==> src/rtl/adc_sample_capture.sv <==
// ADC sample capture: counts conversion starts, captures data on data-ready into a FIFO with pixel index.
// Optional conversion timeout is enabled by defining ADC_CAPTURE_TIMEOUT_EN.
module adc_sample_capture #(
    parameter int ADC_BITS        = 12,
    parameter int PIXELS_PER_LINE = 2048,
    parameter int FIFO_DEPTH      = 8,
    parameter int TIMEOUT_CYCLES  = 64,
    localparam int IDX_W          = $clog2(PIXELS_PER_LINE)
) (
    input  logic                i_clock,
    input  logic                i_rst_n,
    input  logic                i_enable,
    input  logic                i_adc_start_conversion,
    input  logic                i_adc_drdy,
    input  logic [ADC_BITS-1:0] i_adc_data,
    output logic [ADC_BITS-1:0] o_sample_data,
    output logic [IDX_W-1:0]    o_sample_index,
    output logic                o_sample_valid,
    input  logic                i_sample_ready,
    output logic                o_line_done,
    output logic                o_overflow,
    output logic                o_missed_start,
    output logic                o_timeout,
    output logic                o_busy
);

    localparam int PTR_W  = $clog2(FIFO_DEPTH);
    localparam int ENTRY_W = ADC_BITS + IDX_W;

    if ((FIFO_DEPTH < 2) || ((FIFO_DEPTH & (FIFO_DEPTH - 1)) != 0)) begin : g_bad_depth
        $error("FIFO_DEPTH must be a power of two >= 2");
    end
    if (TIMEOUT_CYCLES < 1) begin : g_bad_timeout
        $error("TIMEOUT_CYCLES must be >= 1");
    end

    typedef enum logic [1:0] {
        IDLE       = 2'd0,
        WAIT_START = 2'd1,
        WAIT_DRDY  = 2'd2
    } state_t;

    state_t state, state_next;

    logic start_q, start_prev, start_edge;
    logic capture, slot_done, missed_hit, timeout_hit;
    logic [IDX_W-1:0] pixel_idx;
    logic last_pixel;

    logic [ENTRY_W-1:0] mem [FIFO_DEPTH];
    logic [PTR_W-1:0]   wr_ptr, rd_ptr;
    logic [PTR_W:0]     count;
    logic               full, pop, push_ok;

    // Start input is registered once; the edge is taken between the register and its delayed copy.
    always_ff @(posedge i_clock or negedge i_rst_n) begin
        if (!i_rst_n) begin
            start_q    <= 1'b0;
            start_prev <= 1'b0;
        end else if (!i_enable) begin
            start_q    <= 1'b0;
            start_prev <= 1'b0;
        end else begin
            start_q    <= i_adc_start_conversion;
            start_prev <= start_q;
        end
    end

    assign start_edge = start_q & ~start_prev;

    always_ff @(posedge i_clock or negedge i_rst_n) begin
        if (!i_rst_n) begin
            state <= IDLE;
        end else begin
            state <= state_next;
        end
    end

`ifdef ADC_CAPTURE_TIMEOUT_EN
    localparam int TCNT_W = $clog2(TIMEOUT_CYCLES + 1);
    logic [TCNT_W-1:0] tcnt;
    logic              tcnt_expired;

    // Counter restarts every cycle outside WAIT_DRDY, so it is zero on entry.
    always_ff @(posedge i_clock or negedge i_rst_n) begin
        if (!i_rst_n) begin
            tcnt <= '0;
        end else if (state != WAIT_DRDY) begin
            tcnt <= '0;
        end else begin
            tcnt <= tcnt + 1'b1;
        end
    end

    assign tcnt_expired = (tcnt == TCNT_W'(TIMEOUT_CYCLES - 1));
`else
    logic tcnt_expired;
    assign tcnt_expired = 1'b0;
`endif

    always_comb begin
        state_next  = state;
        capture     = 1'b0;
        slot_done   = 1'b0;
        missed_hit  = 1'b0;
        timeout_hit = 1'b0;
        if (!i_enable) begin
            state_next = IDLE;
        end else begin
            case (state)
                IDLE: state_next = WAIT_START;
                WAIT_START: begin
                    if (start_edge) state_next = WAIT_DRDY;
                end
                WAIT_DRDY: begin
                    if (i_adc_drdy) begin
                        capture    = 1'b1;
                        slot_done  = 1'b1;
                        state_next = WAIT_START;
                    end else begin
                        missed_hit = start_edge;
                        if (tcnt_expired) begin
                            timeout_hit = 1'b1;
                            slot_done   = 1'b1;
                            state_next  = WAIT_START;
                        end
                    end
                end
                default: state_next = IDLE;
            endcase
        end
    end

    assign last_pixel = (pixel_idx == IDX_W'(PIXELS_PER_LINE - 1));

    // A timed-out conversion still consumes its pixel slot.
    always_ff @(posedge i_clock or negedge i_rst_n) begin
        if (!i_rst_n) begin
            pixel_idx   <= '0;
            o_line_done <= 1'b0;
        end else if (!i_enable) begin
            pixel_idx   <= '0;
            o_line_done <= 1'b0;
        end else begin
            o_line_done <= slot_done & last_pixel;
            if (slot_done) begin
                pixel_idx <= last_pixel ? '0 : pixel_idx + 1'b1;
            end
        end
    end

    assign full    = (count == (PTR_W + 1)'(FIFO_DEPTH));
    assign pop     = o_sample_valid & i_sample_ready;
    assign push_ok = capture & (~full | pop);

    always_ff @(posedge i_clock or negedge i_rst_n) begin
        if (!i_rst_n) begin
            wr_ptr <= '0;
            rd_ptr <= '0;
            count  <= '0;
        end else if (!i_enable) begin
            wr_ptr <= '0;
            rd_ptr <= '0;
            count  <= '0;
        end else begin
            if (push_ok) wr_ptr <= wr_ptr + 1'b1;
            if (pop)     rd_ptr <= rd_ptr + 1'b1;
            case ({push_ok, pop})
                2'b10:   count <= count + 1'b1;
                2'b01:   count <= count - 1'b1;
                default: count <= count;
            endcase
        end
    end

    always_ff @(posedge i_clock) begin
        if (push_ok) mem[wr_ptr] <= {i_adc_data, pixel_idx};
    end

    always_ff @(posedge i_clock or negedge i_rst_n) begin
        if (!i_rst_n) begin
            o_overflow     <= 1'b0;
            o_missed_start <= 1'b0;
        end else if (!i_enable) begin
            o_overflow     <= 1'b0;
            o_missed_start <= 1'b0;
        end else begin
            if (capture & full & ~pop) o_overflow <= 1'b1;
            if (missed_hit)            o_missed_start <= 1'b1;
        end
    end

`ifdef ADC_CAPTURE_TIMEOUT_EN
    always_ff @(posedge i_clock or negedge i_rst_n) begin
        if (!i_rst_n) begin
            o_timeout <= 1'b0;
        end else if (!i_enable) begin
            o_timeout <= 1'b0;
        end else if (timeout_hit) begin
            o_timeout <= 1'b1;
        end
    end
`else
    assign o_timeout = 1'b0;
`endif

    // Head is masked while empty so the outputs read zero out of reset.
    assign o_sample_valid = (count != '0);
    assign o_sample_data  = o_sample_valid ? mem[rd_ptr][ENTRY_W-1:IDX_W] : '0;
    assign o_sample_index = o_sample_valid ? mem[rd_ptr][IDX_W-1:0] : '0;
    assign o_busy         = (state == WAIT_DRDY);

endmodule

==> config.mk <==
export PLATFORM = sky130hd
export DESIGN_NAME = adc_sample_capture
export DESIGN_NICKNAME = d
export VERILOG_FILES = /design/src/rtl/adc_sample_capture.sv
export SDC_FILE = /design/constraint.sdc
export NUM_CORES = 1
export LEC_CHECK = 0
export ABC_AREA = 1
export CORE_MARGIN = 2
export CORE_UTILIZATION = 45
export DETAILED_ROUTE_END_ITERATION = 8
export GPL_TIMING_DRIVEN = 0
export HOLD_SLACK_MARGIN = 0.06
export MAX_ROUTING_LAYER = met4
export PLACE_DENSITY_LB_ADDON = 0.3
export SLEW_MARGIN = 40
export SYNTH_ARGS = -nofsm -noshare
export SYNTH_HDL_FRONTEND = slang
export SYNTH_SLANG_ARGS = --single-unit
==> constraint.sdc <==
create_clock -name i_clock -period 2.85 [get_ports i_clock]
set_input_delay 0.855 -clock i_clock [delete_from_list [all_inputs] [get_ports i_clock]]
set_output_delay 0.855 -clock i_clock [all_outputs]
set_load 0.02 [all_outputs]
==> flow_summary_export.csv <==
group,metric,value,unit
cts,cts_num_sinks,212,
die,coreArea,18830,um2
routing,drc,0,
cts,cts_tree,"done",
timing,drv_slew,0,
global_routing,grt_util_all_layers,22.32,%
yosys,synth-main-ff-cell,"edfxtp_1",
yosys,syn-num-nets,734,
yosys,yosys-top-cells-area,"edfxtp_1 63%, nor2_1 8.5%, dfrtp_1 8.0%",
cts,cts_max_path_buffers,3,
yosys,syn_area_per_cell,12.26,um2
placement,post-place-ws,-457.9,ps
yosys,synth_cell_type_count,36,
global_routing,antenna_found_initial,0,
routing,first_iter_violations,681,
yosys,yosysMostFrequentCell,"nor2_1",
routing,viasPerCell,5.662,
global_routing,grt-ovfl-total,0,
power,p_leak,4.000,nW
timing,clock_skew,16.10,ps
timing,tns,-2319,ps
power,power.density,838.1,nW/um2
worst_setup_path,r2r_start,"state[0]",
routing,vias,6138,
timing,post-route-min-period,3071,ps
timing,grt_setup_unrepaired,"yes",
cts,holdBufCountCts,0,
worst_setup_path,startpoint_type,"flop",
cts,cts-root-buf,"clkbuf_16",
layout,fillers,1512,
yosys,ys_warn_count,0,
yosys,synthArstFlopShare,13.21,%
power,ir_drop,0.4943,mV
worst_hold_path,worstHoldPathType,"input pin to async pin",
die,initial_core_util,46.29,%
timing,max_slew_margin,57.05,%
timing,setup_viol,23,
yosys,yosysSeqAreaShare,71.42,%
timing,fin_crit_sh,107.7,%
run_status,violations,"negative setup slack",
worst_setup_path,r2r-end,"mem[7][20]",
run_status,status,"complete, but fails checks",
cts,insertion_delay,500,ps
layout,n_antenna_cell,0,
cts,clkTransAtPathRegs,60,ps
die,dieWidth,143.2,um
placement,port_buffers,45,
cts,numCtsBuffers,22,
die,die_area,20500,um2
layout,nets,832,
layout,final_util,57.26,%
worst_setup_path,r2r_cells,10,
global_routing,grt_max_degree,29,
timing,tightest_slew,644.3,ps
cts,htree_levels,1,
yosys,synthTopCellsByCount,"198 x nor2_1, 184 x edfxtp_1, 80 x o21ai_0, 46 x o32ai_1, 39 x nand2_1",
placement,hpwl,14.51,mm
layout,drive_above_1_share,20.87,%
worst_setup_path,arrival,2220,ps
run,maxCapViolCount,0,
worst_setup_path,end_kind,"primary output",
timing,clock.fmax,0.3257,GHz
yosys,synth_top_area_share,63.38,%
die,die_h,143.2,um
yosys,synth_edf_count,184,
worst_setup_path,path_class,"flop to primary output",
routing,drt-total-wl,22.39,mm
routing,detail-route-antenna-nets,0,
die,num_io_pins,47,
timing,whs,364.9,ps
routing,drtPass1Iterations,5,
global_routing,grt_pass1_wl,33.84,mm
timing,worst_slack,-220.6,ps
timing,finalHoldViolations,0,
worst_setup_path,crit_required,2000,ps
layout,multiInputGateArea,2369,um2
yosys,yosys.area.top_type,"edfxtp_1",
worst_setup_path,crit_path_max_fanout,10,
layout,seq_area,6228,um2
yosys,synth_seq_cells,212,
routing,avgRoutedWirePerCell,20.65,um
worst_setup_path,rrSetupSlack,660,ps
layout,areaGrowthSynthToFinish,23.68,%
placement,gp_congestion,0.8460,
global_routing,grt_pass1_vias,6233,
die,fp-row-count,50,
yosys,netlist_area,8717,um2
yosys,synthCells,711,
==> final cells by class <==
cell class                      count  share of cell area [%]
Sequential cell                   212                   57.77
Multi-Input combinational cell    426                   21.97
Timing Repair Buffer               73                   6.452
Clock buffer                       34                   6.000
Buffer                             38                   3.215
Tap cell                          260                   3.017
Inverter                           36                   1.381
Clock inverter                      5                  0.1973
==> registers in the layout, summed over array words and instances, names as in the netlist <==
signal / flops
pixel_idx: 11
o_missed_start: 1
o_line_done: 1
o_overflow: 1
start_q: 1
wr_ptr: 3
mem: 184
state: 2
start_prev: 1
rd_ptr: 3
count: 4
==> report_power, final <==
| part | leakage (nW) | switching (mW) | internal, mW |
|---|---|---|---|
| sequential | 2.12 | 0.0560 | 3.41 |
| clock | 0.325 | 1.11 | 1.55 |
| combinational | 1.56 | 1.73 | 1.18 |
==> logic make-up (layout without fill, tap and decap cells) <==
logic type	count (synthesis)	in the layout	share of synthesized area (%)
xor+xnor	7	7	0.7033
fa+ha+maj	5	5	0.7177
simple gates	269	270	12.65
other cells	1	1	0.04302
compound gates	143	143	10.36
flops	212	212	71.42
buf+inv	74	186	4.105
==> cell usage in the layout (no fill, tap or decap), types with 5 or more instances in the layout <==
| cell type | instances |
|---|---|
| buf_2 | 8 |
| nor3_2 | 6 |
| nor2_1 | 186 |
| o21ai_0 | 55 |
| buf_4 | 48 |
| xor2_1 | 5 |
| nand3_1 | 8 |
| dfrtp_1 | 26 |
| clkdlybuf4s50_1 | 20 |
| clkbuf_2 | 7 |
| o32ai_2 | 21 |
| inv_2 | 5 |
| o21ai_1 | 28 |
| nand2_1 | 40 |
| nor2_4 | 5 |
| buf_6 | 9 |
| o32ai_1 | 25 |
| edfxtp_1 | 184 |
| nor2_2 | 9 |
| clkbuf_16 | 24 |
| clkbuf_1 | 10 |
| inv_1 | 29 |
| ha_1 | 5 |
| o22ai_1 | 5 |
==> layer usage <==
layer | share of wire, % | vias to the layer above | track usage (%)
met5 | 0 | - | -
met4 | 2.4 | 0 | 6.149
met3 | 6.9 | 45 | 3.488
met2 | 50 | 254 | 37.87
met1 | 40 | 3080 | 28.03
li1 | - | 2759 | -
==> per-stage QoR <==
stage | cell area [um2] | cells | total power, mW
5_1_grt | 10780 | 1084 | 9.400
6_report | 10780 | 1084 | 9.036
3_3_place_gp | 9493 | 1016 | 5.927
3_5_place_dp | 9731 | 1036 | 5.993
4_1_cts | 10580 | 1081 | 8.804
2_1_floorplan | 8717 | 711 | 4.987
==> timing repair <==
item,in CTS,in global routing
pin swaps,12,10
cloned,1,2
setup endpoints to repair,24,30
resized for setup,164,67
buffers inserted,5,2
==> worst max-delay path: stages, from the launching register on <==
cell and delay (ps):
dfrtp_2 450, buf_12 160, clkbuf_2 240, o21ai_0 340, o32ai_2 130, nor2_1 170, nor2_2 80, buf_6 140
==> worst max path at each step <==
stage	start	end	slack [ps]
after floorplan	i_adc_drdy	mem[2][0]	-450
after global placement	i_adc_drdy	mem[3][20]	-2630
after detailed placement	i_adc_drdy	mem[6][20]	-460
after CTS	rd_ptr[1]	o_sample_data[5]	-210
after global routing	rd_ptr[0]	o_sample_data[0]	-240
final	rd_ptr[0]	o_sample_index[9]	-220
Power figures use the tool's default switching activity.
